==> src/rtl/dat_proc_pkg.sv <==
// Shared definitions for the N-bit datapath unit: function-select codes,
// shifter codes and the control FSM state type.
package dat_proc_pkg;

  localparam logic [3:0] G_A     = 4'b0000;
  localparam logic [3:0] G_INC   = 4'b0001;
  localparam logic [3:0] G_ADD   = 4'b0010;
  localparam logic [3:0] G_ADDC  = 4'b0011;
  localparam logic [3:0] G_ADDNB = 4'b0100;
  localparam logic [3:0] G_SUB   = 4'b0101;
  localparam logic [3:0] G_DEC   = 4'b0110;
  localparam logic [3:0] G_A2    = 4'b0111;
  localparam logic [3:0] G_AND   = 4'b1000;
  localparam logic [3:0] G_OR    = 4'b1010;
  localparam logic [3:0] G_XOR   = 4'b1100;
  localparam logic [3:0] G_NOT   = 4'b1110;
  localparam logic [3:0] G_MUL   = 4'b1111;

  localparam logic [1:0] H_PASS  = 2'b00;
  localparam logic [1:0] H_SHR   = 2'b01;
  localparam logic [1:0] H_SHL   = 2'b10;
  localparam logic [1:0] H_ZERO  = 2'b11;

  typedef enum logic [1:0] {
    IDLE,
    EXEC,
    MUL,
    WB
  } state_t;

  // Only a multiply whose result actually reaches write-back needs the
  // iterative multiplier; everything else takes the single-cycle path.
  function automatic logic is_mul_op(input logic md, input logic mf,
                                     input logic [3:0] g);
    return !md && !mf && (g == G_MUL);
  endfunction

endpackage

==> src/rtl/func_unit_nbit.sv <==
// Combinational ALU plus shifter. Arithmetic runs WIDTH+1 bits wide so the
// carry falls out of the top bit; C/V are cleared when the shifter is chosen.
module func_unit_nbit
  import dat_proc_pkg::*;
#(
  parameter int WIDTH = 8
) (
  input  logic [WIDTH-1:0] a_i,
  input  logic [WIDTH-1:0] b_i,
  input  logic [3:0]       g_sel_i,
  input  logic [1:0]       h_sel_i,
  input  logic             mf_sel_i,
  output logic [WIDTH-1:0] f_o,
  output logic             c_o,
  output logic             v_o
);

  logic [WIDTH-1:0] b_op;
  logic             cin;
  logic [WIDTH:0]   sum;
  logic [WIDTH-1:0] g_res;
  logic             g_c;
  logic             g_v;
  logic [WIDTH-1:0] h_res;

  // Every arithmetic code is A + (0 | B | ~B | all-ones) + carry-in.
  always_comb begin
    b_op = '0;
    cin  = 1'b0;
    case (g_sel_i)
      G_A, G_A2, G_MUL: b_op = '0;
      G_INC:   cin = 1'b1;
      G_ADD:   b_op = b_i;
      G_ADDC:  begin b_op = b_i;  cin = 1'b1; end
      G_ADDNB: b_op = ~b_i;
      G_SUB:   begin b_op = ~b_i; cin = 1'b1; end
      G_DEC:   b_op = '1;
      default: b_op = '0;
    endcase
  end

  assign sum = {1'b0, a_i} + {1'b0, b_op} + {{WIDTH{1'b0}}, cin};

  always_comb begin
    g_res = sum[WIDTH-1:0];
    g_c   = sum[WIDTH];
    // carry into the MSB is recovered from the MSB sum bit and its operands
    g_v   = a_i[WIDTH-1] ^ b_op[WIDTH-1] ^ sum[WIDTH-1] ^ sum[WIDTH];
    case (g_sel_i)
      G_AND:   begin g_res = a_i & b_i; g_c = 1'b0; g_v = 1'b0; end
      G_OR:    begin g_res = a_i | b_i; g_c = 1'b0; g_v = 1'b0; end
      G_XOR:   begin g_res = a_i ^ b_i; g_c = 1'b0; g_v = 1'b0; end
      G_NOT:   begin g_res = ~a_i;      g_c = 1'b0; g_v = 1'b0; end
      default: ;
    endcase
  end

  always_comb begin
    h_res = '0;
    case (h_sel_i)
      H_PASS:  h_res = b_i;
      H_SHR:   h_res = {1'b0, b_i[WIDTH-1:1]};
      H_SHL:   h_res = {b_i[WIDTH-2:0], 1'b0};
      H_ZERO:  h_res = '0;
      default: h_res = '0;
    endcase
  end

  assign f_o = mf_sel_i ? h_res : g_res;
  assign c_o = mf_sel_i ? 1'b0  : g_c;
  assign v_o = mf_sel_i ? 1'b0  : g_v;

endmodule

==> src/rtl/dat_proc_unit_nbit.sv <==
// N-bit datapath: register file, bus muxes, operation FSM and a shift-add
// multiplier around the combinational function unit.
module dat_proc_unit_nbit
  import dat_proc_pkg::*;
#(
  parameter int WIDTH = 8,
  parameter int NREG  = 8,
  localparam int RSEL = $clog2(NREG)
) (
  input  logic             clk,
  input  logic             reset,
  input  logic             op_valid,
  output logic             op_ready,
  input  logic             load_enable,
  input  logic [RSEL-1:0]  A_select,
  input  logic [RSEL-1:0]  B_select,
  input  logic [RSEL-1:0]  D_select,
  input  logic [3:0]       G_select,
  input  logic [1:0]       H_select,
  input  logic             MB_select,
  input  logic             MF_select,
  input  logic             MD_select,
  input  logic [WIDTH-1:0] constant_input,
  input  logic [WIDTH-1:0] data_input,
  output logic [WIDTH-1:0] bus_A,
  output logic [WIDTH-1:0] bus_B,
  output logic             V,
  output logic             C,
  output logic             N,
  output logic             Z,
  output logic             done
);

  localparam int CW = $clog2(WIDTH + 1);
  localparam logic [CW-1:0] STEPS = CW'(WIDTH);

  state_t             state_q;
  logic               ready_q;
  logic               done_q;
  logic               v_q, c_q, n_q, z_q;
  logic [WIDTH-1:0]   rf_q [NREG];

  logic               accept;
  logic [WIDTH-1:0]   a_q, b_q, data_q;
  logic [RSEL-1:0]    d_sel_q;
  logic [3:0]         g_q;
  logic [1:0]         h_q;
  logic               mf_q, md_q, load_q;

  logic [WIDTH-1:0]   res_q;
  logic               res_c_q, res_v_q;

  logic [2*WIDTH-1:0] acc_q, acc_d, mcand_q;
  logic [WIDTH-1:0]   mplier_q;
  logic [CW-1:0]      cnt_q;

  logic [WIDTH-1:0]   fu_f;
  logic               fu_c, fu_v;

  assign bus_A  = rf_q[A_select];
  assign bus_B  = MB_select ? constant_input : rf_q[B_select];
  assign accept = (state_q == IDLE) && op_valid;
  assign acc_d  = mplier_q[0] ? acc_q + mcand_q : acc_q;

  func_unit_nbit #(.WIDTH(WIDTH)) u_fu (
    .a_i      (a_q),
    .b_i      (b_q),
    .g_sel_i  (g_q),
    .h_sel_i  (h_q),
    .mf_sel_i (mf_q),
    .f_o      (fu_f),
    .c_o      (fu_c),
    .v_o      (fu_v)
  );

  // Capture stage: operands are snapshotted at acceptance, so a write-back
  // to a source register cannot disturb an operation already in flight.
  always_ff @(posedge clk) begin
    if (accept) begin
      a_q     <= bus_A;
      b_q     <= bus_B;
      data_q  <= data_input;
      d_sel_q <= D_select;
      g_q     <= G_select;
      h_q     <= H_select;
      mf_q    <= MF_select;
      md_q    <= MD_select;
      load_q  <= load_enable;
    end
    // Result stage: one EXEC cycle, or the extra MUL cycle after the last step
    if (state_q == EXEC) begin
      res_q   <= fu_f;
      res_c_q <= fu_c;
      res_v_q <= fu_v;
    end else if (state_q == MUL && cnt_q == STEPS) begin
      res_q   <= acc_q[WIDTH-1:0];
      res_c_q <= |acc_q[2*WIDTH-1:WIDTH];
      res_v_q <= |acc_q[2*WIDTH-1:WIDTH];
    end
  end

  always_ff @(posedge clk) begin
    if (reset) begin
      state_q  <= IDLE;
      ready_q  <= 1'b1;
      done_q   <= 1'b0;
      v_q      <= 1'b0;
      c_q      <= 1'b0;
      n_q      <= 1'b0;
      z_q      <= 1'b0;
      acc_q    <= '0;
      mcand_q  <= '0;
      mplier_q <= '0;
      cnt_q    <= '0;
      for (int i = 0; i < NREG; i++) rf_q[i] <= '0;
    end else begin
      done_q <= 1'b0;
      case (state_q)
        IDLE: begin
          if (op_valid) begin
            ready_q  <= 1'b0;
            acc_q    <= '0;
            mcand_q  <= {{WIDTH{1'b0}}, bus_A};
            mplier_q <= bus_B;
            cnt_q    <= '0;
            state_q  <= is_mul_op(MD_select, MF_select, G_select) ? MUL : EXEC;
          end
        end
        EXEC: state_q <= WB;
        MUL: begin
          if (cnt_q != STEPS) begin
            acc_q    <= acc_d;
            mcand_q  <= mcand_q << 1;
            mplier_q <= mplier_q >> 1;
            cnt_q    <= cnt_q + 1'b1;
          end else begin
            state_q  <= WB;
          end
        end
        // Write-back stage: commit the result, then pulse done while idle again
        WB: begin
          if (load_q) rf_q[d_sel_q] <= md_q ? data_q : res_q;
          if (!md_q) begin
            z_q <= (res_q == '0);
            n_q <= res_q[WIDTH-1];
            c_q <= res_c_q;
            v_q <= res_v_q;
          end
          done_q  <= 1'b1;
          ready_q <= 1'b1;
          state_q <= IDLE;
        end
        default: state_q <= IDLE;
      endcase
    end
  end

  assign op_ready = ready_q;
  assign done     = done_q;
  assign V        = v_q;
  assign C        = c_q;
  assign N        = n_q;
  assign Z        = z_q;

endmodule

==> config.mk <==
export PLATFORM = sky130hd
export DESIGN_NAME = dat_proc_unit_nbit
export DESIGN_NICKNAME = d
export VERILOG_FILES = /design/src/rtl/dat_proc_pkg.sv /design/src/rtl/func_unit_nbit.sv /design/src/rtl/dat_proc_unit_nbit.sv
export SDC_FILE = /design/constraint.sdc
export NUM_CORES = 1
export LEC_CHECK = 0
export ABC_AREA = 1
export ABC_CLOCK_PERIOD_IN_PS = 3700
export CELL_PAD_IN_SITES_DETAIL_PLACEMENT = 1
export CELL_PAD_IN_SITES_GLOBAL_PLACEMENT = 1
export CORE_MARGIN = 3
export CORE_UTILIZATION = 30
export DETAILED_ROUTE_END_ITERATION = 10
export HOLD_SLACK_MARGIN = 0.03
export PLACE_DENSITY_LB_ADDON = 0.1
export SLEW_MARGIN = 10
export SYNTH_ARGS = -nofsm -noshare
export SYNTH_HDL_FRONTEND = slang
export SYNTH_HIERARCHICAL = 1
export SYNTH_SLANG_ARGS = --single-unit
==> constraint.sdc <==
create_clock -name clk -period 3.7 [get_ports clk]
set_input_delay 1.11 -clock clk [delete_from_list [all_inputs] [get_ports clk]]
set_output_delay 1.11 -clock clk [all_outputs]
set_load 0.02 [all_outputs]
== After elaboration in Yosys (flattened, before gate mapping) ==
Memories as Yosys holds them, arrays and structs flattened.
Cells that the tools add are included.

* Bits in registers: 98
* RAM bits: 64
* Input bits: 38
* Output and inout port bits: 22
* Word-level logic and storage cells: 128
* Memories kept: 1

{| class="wikitable"
|+ Memory list
! memory !! depth !! width !! read ports !! clocked after Yosys merged registers in !! wr ports !! line !! RTL
|-
| rf_q || 8 || 8 || 2 || 0 || 8 || dat_proc_unit_nbit.sv:41 || <nowiki>logic [WIDTH-1:0] rf_q [NREG];</nowiki>
|}

* $add $sub $neg: 4
* Eq/ne operators: 23
* Multiplexer cells: 45
* Bitwise gates (word level): 9
* Reduce and logical (&&, ||, !) cells: 23

{| class="wikitable"
|+ Operator list
! operator !! number
|-
| 2-to-1 mux 16 bit || 5
|-
| 2-to-1 mux 8 bit || 8
|-
| case mux 16 bit (2 select lines) || 2
|-
| case mux 8 bit (4 select lines) || 2
|-
| equality test 4 bit (second input constant) || 6
|-
| case mux 8 bit (3 select lines) || 1
|-
| 2-to-1 mux 1 bit || 17
|-
| adder 16 bit || 1
|-
| NOT 8 bit || 2
|-
| case mux 8 bit (2 select lines) || 1
|-
| OR reduction 8 bit || 2
|-
| equality test 4 x 3 -> 1 bit (second input constant) || 3
|-
| adder 8 x 8 -> 9 bit || 1
|-
| adder 9 x 1 -> 9 bit || 1
|-
| AND 8 bit || 1
|-
| equality test 2 bit (second input constant) || 4
|-
| equality test 4 x 2 -> 1 bit (second input constant) || 2
|-
| zero test 8 bit || 1
|-
| 2-to-1 mux 4 bit || 2
|-
| bitwise OR 8 bit || 1
|-
| case mux 2 bit (4 select lines) || 1
|-
| case mux 4 bit (2 select lines) || 1
|-
| XOR 8 bit || 1
|-
| 2-to-1 mux 2 bit || 3
|-
| 20 further kinds || 35
|}

== Depth between registers and ports, before layout ==
* Word-level depth: 10
* Depth in mapped cells: 17
* Gate-level depth less buffers: 17

== Cells and area by module ==
The synthesis kept the hierarchy.

{| class="wikitable"
|+ Modules (own cells, without submodules)
! module !! times used !! cells each !! area each (sq um) !! sequential area each (sq um)
|-
| dat_proc_unit_nbit || 1 || 969 || 8,339.2 || 4,344.2
|-
| func_unit_nbit || 1 || 242 || 1,306.3 || 0.0
|}

== Least setup slack after synthesis ==
Ideal clock, no wire load.

* Path type: input-to-output
* Start point: input port B_select[0]
* End point: output port bus_B[5]
* Data arrival time: 1,910 ps
* Data required time: 2,590 ps
* Path slack: 680 ps
* Stages on the path: 7
* Buffers on the path: 2
* Cells stage by stage: buf_2 -> buf_2 -> nand2_1 -> o211ai_1 -> nand3_1 -> nand3_1 -> nand2_1

* Cells in the longest elaborated chain, start to end: 2

{| class="wikitable"
|+ RTL lines
! element !! line !! RTL
|-
| start: declaration || dat_proc_unit_nbit.sv:16 || <nowiki>input logic [RSEL-1:0] B_select,</nowiki>
|-
| memory (8 x 8 bit) || -- ||
|-
| 2-to-1 mux 8 bit || dat_proc_unit_nbit.sv:61 || <nowiki>assign bus_B = MB_select ? constant_input : rf_q[B_select];</nowiki>
|-
| end: declaration || dat_proc_unit_nbit.sv:26 || <nowiki>output logic [WIDTH-1:0] bus_B,</nowiki>
|}

Every way passes these cells.

== Worst setup path after layout ==
* Start point: input port A_select[1]
* End point: output port bus_A[2]

* Cells in the longest elaborated chain, start to end: 1

{| class="wikitable"
|+ RTL lines
! element !! line !! RTL
|-
| start: declaration || dat_proc_unit_nbit.sv:15 || <nowiki>input logic [RSEL-1:0] A_select,</nowiki>
|-
| memory (8 x 8 bit) || -- ||
|-
| end: declaration || dat_proc_unit_nbit.sv:25 || <nowiki>output logic [WIDTH-1:0] bus_A,</nowiki>
|}

Every way passes these cells.

==> impl_results.md <==
- Synthesized Nets: 1,296
- Worst Skew: 0.0190 ns
- Outcome: complete, no violations
- Total Power: 6.55 mW
- CP Class: in2out
- Unrepaired setup endpoints after global routing: true
- Max Fclk: 0.275 GHz
- Clock Tree Buf Depth: 2
- Commonest non-fill, non-tap cells in the layout: nand2_1 (277), inv_1 (136), nor2_1 (134), edfxtp_1 (110), a21oi_1 (98)
- Max-slew headroom: 21.7%
- DR iter-0 viols: 533
- Initial antenna violation count: 0
- Fin. Hold Viols: 0
- Setup_tns: 0 ns
- Die Area: 34,300 µm²
- Largest net degree at the start of global routing: 48
- Pwr per Cell Area: 563 nW/µm²
- Least-Margin Pin Slew: 1.14 ns
- Max-Cap Viols: 0
- Placement Setup Slack: -0.574 ns
- H-tree depth: 4
- Reg clk slew, reported paths: 0.07 ns
- CTS Buf Count: 17
- IO Pins: 60
- Layout Cells excl Fill: 1,718
- Post-Syn Area: 9650 µm²
- Final Util: 36.7%
- CP peak stage delay: 0.30 ns
- Most common cell after layout, fill and taps aside: nand2_1
- Post-DP HPWL: 26,400 µm
- Drc violations: 0
- DRT Pass-1 Iters: 5
- Arr. time, crit path: 2.53 ns
- Post-route cell area: 11,600 µm²
- Crit-path max FO: 16
- CTS sink count: 162
- Fill cell instance count of the final layout: 3,801
- Die height: 185 µm
- Static Leak: 5.03 nW
- Initial core utilization: 30.5%
- Final nets: 1,388
- Area delta synth->final: 20.5%
- Inst Count DP: 1,682
- PortBufs: 59
- # hold bufs at CTS: 0
- Asr flop ratio synth: 0%
- Yosys warns: 6
- Share of cells above drive strength 1: 13.4%
- CTS tree: done
- Unique masters post-synth: 46
- Crit path time final: 3.64 ns
- FP Rows: 65
- Clock Latency Late Sink: 0.45 ns
- Worst Hold Class: reg2reg
- Data required, critical path: 2.59 ns
- Critical Path Most Common Cell: nand2_1
- Hold Slack: 0.472 ns
- Cell count after synthesis: 1,211
- Ant diodes: 0
- Seq cells post-synth: 162
- Root Driver: clkbuf_16
- Final period util: 98.3%
- All-Layer GR Usage: 20.8%
- Nature of the critical path endpoint: primary output
- CP Cell Sequence: dlygate4sd2_1, buf_12, a21oi_1, o21ai_2, o21ai_1, buf_4, nand2_1, nand2_1, clkdlybuf4s15_2
- CP max stage cell: dlygate4sd2_1
- Final setup viols: 0
- Top FF cell, synth: edfxtp_1
- Area of placed instances: 10,900 µm²
- CP bufs+invs: 4
- DR vias/cell: 5.03
- Post-route setup slack: 0.0638 ns
- Number of enable flip-flop cells after synthesis: 110
- Syn Area/Cell: 7.96 µm²
- Die Wd: 185 µm
- GPL Wtd Cong: 0.924
- Sequential fraction of the synthesis area: 45.0%
- WL per Instance: 20.2 µm
- First-pass GRT wire length: 53,000 µm
- Max-slew violations: 0
- Grt total ovfl: 0
- Startpoint types: primary input
- Routed vias: 8,640
- Core Area: 31,600 µm²
- Crit-path leading delay family: buffers and inverters
- Number of global-route vias before repair: 8,719
- VDD IR max: 0.348 mV
- Post-DRT Antenna Nets: 0
- Routed Wire Length: 34,700 µm
[cells by family after synthesis]
logic type | count (synthesis) | synth area share, %
simple gates | 550 | 24.7
compound gates | 248 | 14.2
buf+inv | 190 | 8.33
flops | 162 | 45.0
fa+ha+maj | 47 | 6.33
mux | 8 | 0.830
xor+xnor | 6 | 0.545
[per-layer routing]
metal | global-route usage [%] | routed length, µm | vias up
met1 | 29.2 | 17100 | 4229
met3 | 3.87 | 1480 | 24
met2 | 33.3 | 15700 | 171
met4 | 4.71 | 434 | 0
li1 | - | - | 4216
met5 | 0 | 0 | -
[Yosys cell counts, drive strengths merged, types with 3 or more instances]
| cell | count | area [µm²] |
|---|---|---|
| nand3b | 3 | 22.5 |
| nor4 | 3 | 18.8 |
| fa | 3 | 60.1 |
| ha | 44 | 551 |
| o211ai | 25 | 188 |
| xor2 | 3 | 26.3 |
| clkbuf | 13 | 50.0 |
| dfxtp | 52 | 1040 |
| clkinv | 4 | 17.5 |
| nor3 | 14 | 70.1 |
| mux2i | 8 | 80.1 |
| a21oi | 109 | 583 |
| or2 | 5 | 31.3 |
| nor2 | 142 | 601 |
| xnor2 | 3 | 26.3 |
| a211oi | 6 | 45.0 |
| inv | 144 | 543 |
| buf | 29 | 193 |
| nand3 | 78 | 443 |
| o21ai | 103 | 519 |
| nand2 | 300 | 1160 |
| nand4 | 5 | 37.5 |
| edfxtp | 110 | 3300 |
[what timing repair did]
action	CTS	global route
hold endpoints to repair	0	0
endpoints found under the setup margin	16	15
pin swaps	1	0
resized for setup	71	22
buffers inserted	0	1
gates cloned	3	0
[worst paths after layout]
check / startpoint / to / slack [ns] / cells after the start
max: A_select[1] / bus_A[2] / 0.06 / 9
min: mplier_q[7] / mplier_q[7] / 0.47 / 2
max reg2reg: g_q[3] / res_q[6] / 0.65 / 16
min reg2reg: mplier_q[7] / mplier_q[7] / 0.47 / 2
[layout make-up]
type	count	area, µm²	area share, %
Sequential cell	162	4340	37.4
Clock buffer	19	454	3.91
Inverter	148	564	4.86
Clock inverter	13	118	1.01
Timing Repair Buffer	115	1080	9.31
Tap cell	402	503	4.33
Multi-Input combinational cell	859	4560	39.2
[registers in the layout (all words and copies together) (netlist names), 2 cells and up]
name,count
mplier_q,8
b_q,8
data_q,8
res_q,8
acc_q,16
mcand_q,16
cnt_q,4
rf_q,64
h_q,2
state_q,2
g_q,4
d_sel_q,3
a_q,8
[where the power goes]
part           internal (mW)  switching [mW]  leakage (nW)
Clock                  0.977           0.803         0.287
Sequential              2.27           0.253          1.52
Combinational          0.700            1.54          3.22
Total                   3.95            2.60          5.03
[worst register-to-register path: stages (launching register included)]
cell and delay, ns:
edfxtp_1 0.44, inv_1 0.14, nand2_1 0.10, nor2_1 0.10, buf_4 0.16, o21ai_0 0.11
fa_1 0.46, fa_1 0.45, nand3b_1 0.20, nand2_1 0.15, nand2_1 0.09, nand3_1 0.07
nand3_1 0.08, nand2_1 0.11, inv_1 0.04, nand2_1 0.06, nand2_1 0.06
Note: power is estimated with default switching activity, not from simulation.
